### config.mk
export PLATFORM = sky130hd
export DESIGN_NAME = dual_input_debouncer
export DESIGN_NICKNAME = d
export VERILOG_FILES = /design/src/rtl/dual_input_debouncer.sv
export SDC_FILE = /design/constraint.sdc
export NUM_CORES = 1
export LEC_CHECK = 0
export CAP_MARGIN = 40
export CORE_MARGIN = 2
export CORE_UTILIZATION = 60
export CTS_BUF_LIST = sky130_fd_sc_hd__clkbuf_4
export DETAILED_ROUTE_END_ITERATION = 16
export DONT_BUFFER_PORTS = 1
export GPL_TIMING_DRIVEN = 0
export PLACE_DENSITY_LB_ADDON = 0.15
export SLEW_MARGIN = 20
export SYNTH_ARGS = -nofsm -noshare
export SYNTH_HDL_FRONTEND = slang
export SYNTH_SLANG_ARGS = --single-unit
### constraint.sdc
create_clock -name clk -period 2.4 [get_ports clk]
set_clock_uncertainty 0.15 [all_clocks]
set_input_delay 0.48 -clock clk [delete_from_list [all_inputs] [get_ports clk]]
set_output_delay 0.48 -clock clk [all_outputs]
set_load 0.1 [all_outputs]
### src/rtl/dual_input_debouncer.sv
// dual_input_debouncer: two-channel synchroniser + debouncer with rising-edge pulses; DEB_ALIGN_EN adds rising-edge coincidence alignment
module dual_input_debouncer #(
    parameter int DEB_CYCLES = 4,
    parameter int CNT_W = 8
`ifdef DEB_ALIGN_EN
    ,
    parameter int ALIGN_WIN = 2
`endif
) (
    input  logic clk,
    input  logic reset,
    input  logic a_raw,
    input  logic b_raw,
    output logic a,
    output logic b,
    output logic a_pulse,
    output logic b_pulse
);
    typedef enum logic [1:0] {LOW = 2'b00, RISE_WAIT = 2'b01, HIGH = 2'b10, FALL_WAIT = 2'b11} state_t;
    localparam logic [CNT_W-1:0] LAST = CNT_W'(DEB_CYCLES - 1);
    localparam logic [CNT_W-1:0] ONE = CNT_W'(1);
    logic [1:0] s1, s2, lv, pl, q, fall, rise;
    state_t st [2];
    logic [CNT_W-1:0] cnt [2];
    always_comb begin
        for (int i = 0; i < 2; i++) begin
            q[i] = st[i] == RISE_WAIT && s2[i] && cnt[i] == LAST;
            fall[i] = st[i] == FALL_WAIT && !s2[i] && cnt[i] == LAST;
        end
    end
`ifdef DEB_ALIGN_EN
    // a qualified rise is held while the other level is low, until the partner qualifies or the window expires
    logic [1:0] pend, live, start;
    logic [7:0] w;
    always_comb begin
        for (int i = 0; i < 2; i++)
            live[i] = pend[i] && !(st[i] == HIGH && !s2[i]);
        for (int i = 0; i < 2; i++) begin
            rise[i] = (q[i] && (lv[1-i] || q[1-i] || live[1-i]))
                   || (live[i] && (q[1-i] || w == 8'(ALIGN_WIN - 1)));
            start[i] = q[i] && !lv[1-i] && !q[1-i] && !live[1-i];
        end
    end
    always_ff @(posedge clk) begin
        if (reset) begin
            pend <= '0;
            w <= '0;
        end else begin
            pend <= start | (live & ~rise);
            w <= |start ? 8'd0 : w + 8'd1;
        end
    end
`else
    assign rise = q;
`endif
    always_ff @(posedge clk) begin
        if (reset) begin
            s1 <= '0;
            s2 <= '0;
            lv <= '0;
            pl <= '0;
            for (int i = 0; i < 2; i++) begin
                st[i] <= LOW;
                cnt[i] <= '0;
            end
        end else begin
            s1 <= {b_raw, a_raw};
            s2 <= s1;
            pl <= rise;
            lv <= (lv | rise) & ~fall;
            for (int i = 0; i < 2; i++) begin
                case (st[i])
                    LOW: begin
                        st[i] <= s2[i] ? RISE_WAIT : LOW;
                        cnt[i] <= s2[i] ? ONE : '0;
                    end
                    RISE_WAIT: begin
                        st[i] <= !s2[i] ? LOW : cnt[i] == LAST ? HIGH : RISE_WAIT;
                        cnt[i] <= (!s2[i] || cnt[i] == LAST) ? '0 : cnt[i] + ONE;
                    end
                    HIGH: begin
                        st[i] <= s2[i] ? HIGH : FALL_WAIT;
                        cnt[i] <= s2[i] ? '0 : ONE;
                    end
                    default: begin
                        st[i] <= s2[i] ? HIGH : cnt[i] == LAST ? LOW : FALL_WAIT;
                        cnt[i] <= (s2[i] || cnt[i] == LAST) ? '0 : cnt[i] + ONE;
                    end
                endcase
            end
        end
    end
    assign a = lv[0];
    assign b = lv[1];
    assign a_pulse = pl[0];
    assign b_pulse = pl[1];
endmodule

==> flow_summary_export.csv <==
group,metric,value,unit
critical_path,cpPeakStageDelay,0.56,ns
finish,syn2layout_area_growth,16.13,%
critical_path,cp_slowest_cell,"or4_1",
critical_path,worstPathCellList,"or4_1 > buf_2 > o211ai_1 > nor3_1",
pwr,report.power.total,0.9322,mW
logic_synthesis,ys_ff_latch,28,
place,place_hpwl,1.899,mm
drt,drcViolationCount,0,
clock_network,numCtsBuffers,3,
clock_network,clkTransAtPathRegs,0.15,ns
drt,routedWlPerCell,13.66,um
timing,slew_violations,0,
outcome,status,"finished, final reports clean",
critical_path,worstRegToRegCells,4,
floorplanning,die_h,51.57,um
drt,routed-via-count,1051,
global_routing,grt_max_degree,17,
finish,diodes,0,
pwr,cellPowerDensity,591.3,mW/mm^2
floorplanning,die_w,51.57,um
critical_path,cp_max_fo,7,
finish,finalNonFillerCells,181,
drt,drt_wl_total,2.472,mm
timing,fmaxAchievable,447.6,MHz
drt,vias_per_cell,5.807,
clock_network,clock-root-buffer,"clkbuf_4",
clock_network,cts_tree,"yes",
timing,finalHoldViolCount,0,
clock_network,clock_latency,0.33,ns
clock_network,cts_hold_buf,0,
pwr,p_leak,0.5508,nW
critical_path,critPathRequiredTime,2.32,ns
clock_network,h-tree-depth,1,
drt,antenna_left,0,
clock_network,clock_sinks,28,
hold_path,min_path_cells,1,
global_routing,grt_antenna_before_repair,0,
hold_path,hold_class,"input pin to flip-flop",
timing,tns,0,ns
global_routing,grt.overflow.total,0,
drt,drtIter0Drc,12,
logic_synthesis,syn_avg_cell_area,10.77,um^2
finish,fillers,162,
floorplanning,dieArea,0.002659,mm^2
floorplanning,rows,17,
place,io_buffers,0,
run,drv_cap,0,
finish,final_util,0.7266,
finish,final_cell_mix,"edfxtp_1, conb_1, o21ai_0, nor3_1, nand3_1",
clock_network,post_cts.repair.setup_buffers,0,
finish,drive_gt1_frac,0.07190,
logic_synthesis,yosysSeqAreaShare,0.5604,
logic_synthesis,synthCells,126,
global_routing,grt_pass1_wl,4.298,mm
floorplanning,boundaryPins,8,
timing,worst-slew-pin-transition,0.5911,ns
critical_path,cp-start-kind,"flip-flop",
logic_synthesis,synth_area,0.001358,mm^2
timing,fin_crit,2.234,ns
timing,fin_crit_sh,0.9310,
floorplanning,core,0.002170,mm^2
timing,rsz0062_at_grt,"no",
timing,maxSlewHeadroom,0.6042,
place,finalWeightedCongestion,0.8095,
logic_synthesis,ys_warn_count,0,
finish,fin_nets,160,
pwr,irDropWorstVdd,424.1,uV
clock_network,clock_path_buffers,2,
finish,stdcell_area,0.001577,mm^2
critical_path,critical_path_class,"flip-flop to flip-flop",
clock_network,cts_resized,0,
global_routing,first_global_vias,1043,
place,placed_cell_area,0.001524,mm^2
logic_synthesis,synth_cell_type_count,28,
timing,setup_violations,0,
drt,first_pass_iters,4,
global_routing,track_usage,0.2184,
floorplanning,initial_core_util,0.6257,
critical_path,critPathCaptureType,"flip-flop",
critical_path,cp.arrival,2.15,ns
place,dp.cells,177,
[per-layer routing]
metal	part of all wire	GRT usage
met3	0.025	0.02874
met5	0	0
met1	0.41	0.2495
met4	0.025	0.1096
met2	0.54	0.3974
[cell type report]
cell class	count	area [um^2]	area share
flip-flops and latches	28	760.7	0.4825
multi-input cells	107	629.4	0.3992
repair buffers	4	60.06	0.03810
well taps	28	35.03	0.02222
clock inverters	1	30.03	0.01905
inverters	8	30.03	0.01905
clock buffers	3	22.52	0.01429
plain buffers	2	8.758	0.005556
[flip-flops by register name (all words and copies together) (netlist names)]
register,flops
cnt,16
st,4
lv,2
pl,2
s1,2
s2,2
[logic make-up after synthesis]
logic type,share of synthesized area
and+or+nand+nor,0.2074
other,0.002762
DFF,0.5604
adders and majority gates,0.01843
xor gates and xnor gates,0.05161
AOI/OAI and AO/OA,0.1309
buffers and inverters,0.02857
[worst max-delay path, delay by kind of cell, from the launching register on]
family                 cells  cell delay (ns)
and+or+nand+nor            2             0.68
AOI/OAI and AO/OA          1             0.51
DFF                        1             0.46
buffers and inverters      1             0.18
[power by group]
| group | leakage [nW] | internal (mW) | switching [mW] | total (mW) |
|---|---|---|---|---|
| registers | 0.271 | 0.541 | 0.0220 | 0.563 |
| logic | 0.252 | 0.0229 | 0.0415 | 0.0645 |
| clock network | 0.0279 | 0.169 | 0.136 | 0.305 |
[through the flow]
stage	setup slack [ns]	hold WS [ns]
final	0.1656	0.1157
after global routing	0.002271	0.1045
after CTS	0.1620	0.1134
after detailed placement	0.1952	0.2778
after global placement	0.2266	0.2707
after floorplan	0.4673	0.2638
[synthesized netlist by cell type (all sizes together)]
| master | number | area, um^2 |
|---|---|---|
| or3b | 2 | 17.52 |
| nor4bb | 1 | 10.01 |
| conb | 1 | 3.750 |
| nand2 | 6 | 22.52 |
| buf | 1 | 5.000 |
| or4 | 5 | 37.54 |
| inv | 8 | 30.03 |
| o21bai | 2 | 15.01 |
| ha | 2 | 25.02 |
| or4bb | 2 | 22.52 |
| o211ai | 2 | 15.01 |
| xor2 | 6 | 52.55 |
| o31ai | 2 | 15.01 |
| a21oi | 5 | 25.02 |
| or3 | 5 | 31.28 |
| nor2 | 2 | 7.510 |
| dfxtp | 8 | 160.2 |
| nor3 | 10 | 50.05 |
| a31oi | 2 | 12.51 |
| nand3 | 9 | 45.04 |
| o21ai | 10 | 50.05 |
| xnor2 | 2 | 17.52 |
| nor2b | 4 | 25.02 |
| clkbuf | 1 | 3.750 |
| edfxtp | 20 | 600.6 |
| a211oi | 6 | 45.04 |
| nand4 | 1 | 6.260 |
| nor4 | 1 | 6.260 |
[path summary, 6_finish.rpt]
path	startpoint	slack (ns)	endpoint
hold / removal	a_raw	0.12	s1[0]
setup / recovery	cnt[1][5]	0.17	cnt[1][2]
hold reg to reg	s1[1]	0.31	s2[1]
setup reg to reg	cnt[1][5]	0.17	cnt[1][2]
No activity file was read; power rests on OpenSTA's default activity.
==> variant 1: new RTL, same settings <==
Set the parameter `CNT_W` to 7 (it was 8).
--- a/src/rtl/dual_input_debouncer.sv
+++ b/src/rtl/dual_input_debouncer.sv
@@ -1,7 +1,7 @@
 // dual_input_debouncer: two-channel synchroniser + debouncer with rising-edge pulses; DEB_ALIGN_EN adds rising-edge coincidence alignment
 module dual_input_debouncer #(
     parameter int DEB_CYCLES = 4,
-    parameter int CNT_W = 8
+    parameter int CNT_W = 7
 `ifdef DEB_ALIGN_EN
     ,
     parameter int ALIGN_WIN = 2
Check against the original RTL: no difference found for any inputs over 10 cycles, from zero or initial values and one cycle with reset high; that may be too few to reach the edited logic, so the function may still have changed.
==> variant 1 against the original RTL <==
- maximum frequency fell by 0.56%
- routed wire length fell by 19%
- first-iteration DRC count rose by 75%
- hold slack improved by 0.024 ns
- total power fell by 19%
- cell area fell by 10%
- sequential cell count fell by 2
- setup slack got worse by 0.012 ns
- synthesized area fell by 9.6%
==> variant 1: results (changes against the original RTL) <==
stage,metric,value,unit,change
route,vias,880,,was 1051
min_path,min_to,s1[1],,was s1[0]
global_routing,grt_pass1_vias,862,,was 1043
global_routing,grt_max_degree,15,,was 17
critical_path,worstPathArrival,2.16,ns,
critical_path,reg2reg_setup_slack,0.15,ns,
global_routing,antenna_found_initial,0,,unchanged
route,drt_iter0_drc,21,,was 12
pwr,p_sw,0.173,mW,was 0.200 mW
min_path,min_path_cells,1,,unchanged
pwr,p_leak,0.541,nW,was 0.551 nW
pwr,pwr-share-clk,24.1,%,was 32.7%
yosys,synth_compound_area_share,11.5,%,was 13.1%
final_layout,nets,146,,was 160
pwr,vdd_ir_drop_max,386,uV,was 424 uV
critical_path,reg2regPathDepth,4,,unchanged
yosys,ys_types,32,,was 28
critical_path,worst-path-max-fanout,5,,was 7
run_status,outcome,completed,,unchanged
yosys,synth-edff-count,18,,was 20
route,wl_per_cell,12.0,um,was 13.7 um
timing,tightest_slew,0.577,ns,was 0.591 ns
clock_network,clock_path_buffers,2,,unchanged
placement,place_hpwl,1550,um,was 1900 um
yosys,seq_area_frac_synth,57.1,%,was 56.0%
yosys,synth-xor-area-share,5.71,%,was 5.16%
yosys,ys_top_cells_by_count,"18 x edfxtp_1, 13 x nor2_1, 10 x inv_1",,"was 20 x edfxtp_1, 10 x nor3_1, 10 x o21ai_0"
clock_network,cts_resized,0,,unchanged
clock_network,clkSlewWorstSetupHoldPaths,0.13,ns,was 0.15 ns
pwr,p_seq,0.518,mW,was 0.563 mW
final_layout,reg_top3,"cnt: 14 flops, st: 4 flops",,"was cnt: 16 flops, st: 4 flops"
clock_network,worstSkewPairLatency,0.31,ns,was 0.33 ns
global_routing,grt_pass1_wl,3530,um,was 4300 um
critical_path,r2r-start,cnt[0][0],,was cnt[1][5]
yosys,synth_adder_area_share,2.04,%,was 1.84%
pwr,power_frac_comb,7.4,%,was 6.9%
placement,gp_congestion,0.825,,was 0.810
placement,port_buffers,0,,unchanged
min_path,min-delay-start,b_raw,,was a_raw
yosys,synth.area.top_cells,"edfxtp_1 44%, dfxtp_1 13%, xor2_1 4.3%",,"was edfxtp_1 44%, dfxtp_1 12%, xor2_1 3.9%"
final_layout,drive_gt1_share,10.1,%,was 7.19%
clock_network,cts_root_buffer,clkbuf_4,,unchanged
critical_path,r2r-end,cnt[0][4],,was cnt[1][2]
yosys,yosys_warnings,0,,unchanged
final_layout,regMostFlops,cnt,,unchanged
global_routing,track_usage,19.4,%,was 21.8%
## variant 1: cell count changes after synthesis, moves of 3 or more
cell / delta
a211oi_1: -5
or4_1: -5
o21ai_0: -5
nor2_1: +11
nor3_1: -9
nand3_1: -3
## variant 1: how the worst max path moves through the flow
stage,startpoint,end,slack [ns],cells past startpoint
2_1_floorplan,cnt[0][0],cnt[0][2],0.40,4
3_3_place_gp,cnt[0][0],cnt[0][3],0.23,4
3_5_place_dp,cnt[0][0],cnt[0][4],0.18,4
4_1_cts,cnt[0][0],cnt[0][4],0.17,4
5_1_grt,cnt[0][0],cnt[0][4],0.05,4
6_report,cnt[0][0],cnt[0][4],0.15,4
## variant 1: through the flow
stage,util (%),setup WS [ns],cells,hold WS [ns],instance area (sq um)
2_1_floorplan,-,0.402,131,0.264,1290
3_3_place_gp,68.2,0.234,158,0.267,1330
5_1_grt,72.7,0.0544,166,0.130,1410
6_report,72.7,0.153,166,0.140,1410
4_1_cts,72.7,0.170,166,0.133,1410
3_5_place_dp,71.3,0.182,162,0.277,1390
## variant 1: per-layer routing
layer,up-vias,global-route usage [%],share of wire [%]
met3,4,4.29,2.5
met4,0,7.14,1.3
met5,-,0,0
li1,444,-,-
met2,14,34.5,53
met1,418,22.6,43
## variant 1: area by class of cell
cell class	count	area [sq um]
tap	27	33.8
fill	156	531
timing repair buffer	4	60.1
inverter	10	37.5
clock inverter	1	3.75
multi-input combinational	94	549
buffer	1	3.75
clock buffer	3	22.5
sequential	26	701
## variant 1: worst max-delay path, cell delays in order, from the launching register on
cell	delay, ns
edfxtp_1	0.40
ha_1	0.22
or4b_2	0.65
o2111ai_1	0.46
nor2_1	0.12
==> variant 2: new RTL, same flow settings <==
Without the edit above. Put a register stage on the outputs `a`, `b`, `a_pulse` and `b_pulse`, cleared by the reset. The values now appear one clock later.
--- a/src/rtl/dual_input_debouncer.sv
+++ b/src/rtl/dual_input_debouncer.sv
@@ -90,9 +90,18 @@
             end
         end
     end
-    assign a = lv[0];
-    assign b = lv[1];
-    assign a_pulse = pl[0];
-    assign b_pulse = pl[1];
+    always_ff @(posedge clk) begin
+        if (reset) begin
+            a       <= '0;
+            b       <= '0;
+            a_pulse <= '0;
+            b_pulse <= '0;
+        end else begin
+            a       <= lv[0];
+            b       <= lv[1];
+            a_pulse <= pl[0];
+            b_pulse <= pl[1];
+        end
+    end
 endmodule
 
Function: changed (a bounded check fails within 10 cycles, from zero or initial values and one cycle with reset high).
==> variant 2 against the original RTL <==
- synthesized cell count rose by 8.7%
- sequential cell count is 4 higher
- total power rose by 6.1%
- combinational power up 1%
- routed wire length increased by 7.4%
- synthesized area rose by 13%
- setup slack gained 0.32 ns
- cell area is 11% higher
- highest routed layer unchanged
==> variant 2: results (changes against the original RTL) <==
stage,metric,value,unit,change
run_status,outcome,completed,,unchanged
pwr,vdd_ir_drop_max,457,uV,was 424 uV
global_routing,grt_max_degree,11,,was 17
clock_network,clkSlewWorstSetupHoldPaths,0.09,ns,was 0.15 ns
yosys,synth.area.top_cells,"edfxtp_1 39%, dfxtp_1 16%, nand3_1 4.6%",,"was edfxtp_1 44%, dfxtp_1 12%, xor2_1 3.9%"
clock_network,h-tree-depth,2,,was 1
yosys,seq_area_frac_synth,54.9,%,was 56.0%
pwr,pg_clk,0.292,mW,was 0.305 mW
timing,relSlewSlack,63.2,%,was 60.4%
clock_network,cts_inserted_buffers,5,,was 3
timing,hold_slack,0.0756,ns,was 0.116 ns
global_routing,grt_pass1_vias,943,,was 1043
route,vias,1112,,was 1051
route,met1_length,1290,um,was 1020 um
pwr,pwr-share-clk,29.5,%,was 32.7%
global_routing,gr-usage-met1,26.8,%,was 25.0%
yosys,synth_adder_area_share,1.63,%,was 1.84%
critical_path,endpoint,cnt[1][5],,was cnt[1][2]
critical_path,worstPathArrival,1.85,ns,was 2.15 ns
yosys,synthCells,137,,was 126
critical_path,cp_slowest_cell,nor4_2,,was or4_1
placement,dpl.cell_count,190,,was 177
route,wl_met2,1190,um,was 1330 um
critical_path,critPathKind,reg2reg,,unchanged
timing,max_freq,0.522,GHz,was 0.448 GHz
critical_path,r2r-start,cnt[1][3],,was cnt[1][5]
route,drt_iter0_drc,14,,was 12
final_layout,nets,173,,was 160
placement,dpl-instance-area,1700,sq um,was 1520 sq um
critical_path,reg2regPathDepth,3,,was 4
final_layout,drive_gt1_share,14.4,%,was 7.19%
pwr,p_sw,0.237,mW,was 0.200 mW
placement,gp_congestion,0.830,,was 0.810
critical_path,cp_slowest_stage_delay,0.58,ns,was 0.56 ns
critical_path,reg2reg_setup_slack,0.48,ns,was 0.17 ns
global_routing,grtUsageMet3,11.2,%,was 2.87%
placement,preCtsSetupSlack,0.492,ns,was 0.195 ns
pwr,p_leak,0.639,nW,was 0.551 nW
pwr,power_frac_comb,6.6,%,was 6.9%
route,wl_per_cell,13.5,um,was 13.7 um
global_routing,met2_usage,28.9,%,was 39.7%
yosys,ys_types,36,,was 28
route,met3_length,134,um,was 62 um
yosys,synth_compound_area_share,12.9,%,was 13.1%
yosys,ys_top_cells_by_count,"20 x edfxtp_1, 14 x nand3_1, 12 x dfxtp_1",,"was 20 x edfxtp_1, 10 x nor3_1, 10 x o21ai_0"
placement,place_hpwl,1910,um,was 1900 um
route,wl,2660,um,was 2470 um
critical_path,worst-path-max-fanout,6,,was 7
## variant 2: changes by cell type in the layout (fill, tap and decap cells not counted), moves of 3 or more
| cell | change |
|---|---|
| nor3b_1 | +3 |
| nor2b_1 | +4 |
| nor2_1 | +4 |
| nand3_1 | +5 |
| dfxtp_1 | +4 |
| o21ai_1 | +3 |
| a211oi_1 | -4 |
| inv_1 | -4 |
| nor3_1 | -10 |
| or4_1 | -4 |
| a21oi_1 | +5 |
| clkbuf_4 | +3 |
## variant 2: cell type report
type	instances	area [sq um]
multi-input cells	117	728
flip-flops and latches	32	841
plain buffers	3	20.0
clock buffers	6	45.0
fillers	190	703
inverters	4	15.0
well taps	30	37.5
repair buffers	4	60.1
clock inverters	1	5.00
## variant 2: worst min-delay path by stage
stage / endpoint / cells after the start
after floorplan: a_pulse / 1
after global placement: a_pulse / 1
after detailed placement: a_pulse / 1
after CTS: a / 1
after global routing: a / 1
final: a / 1
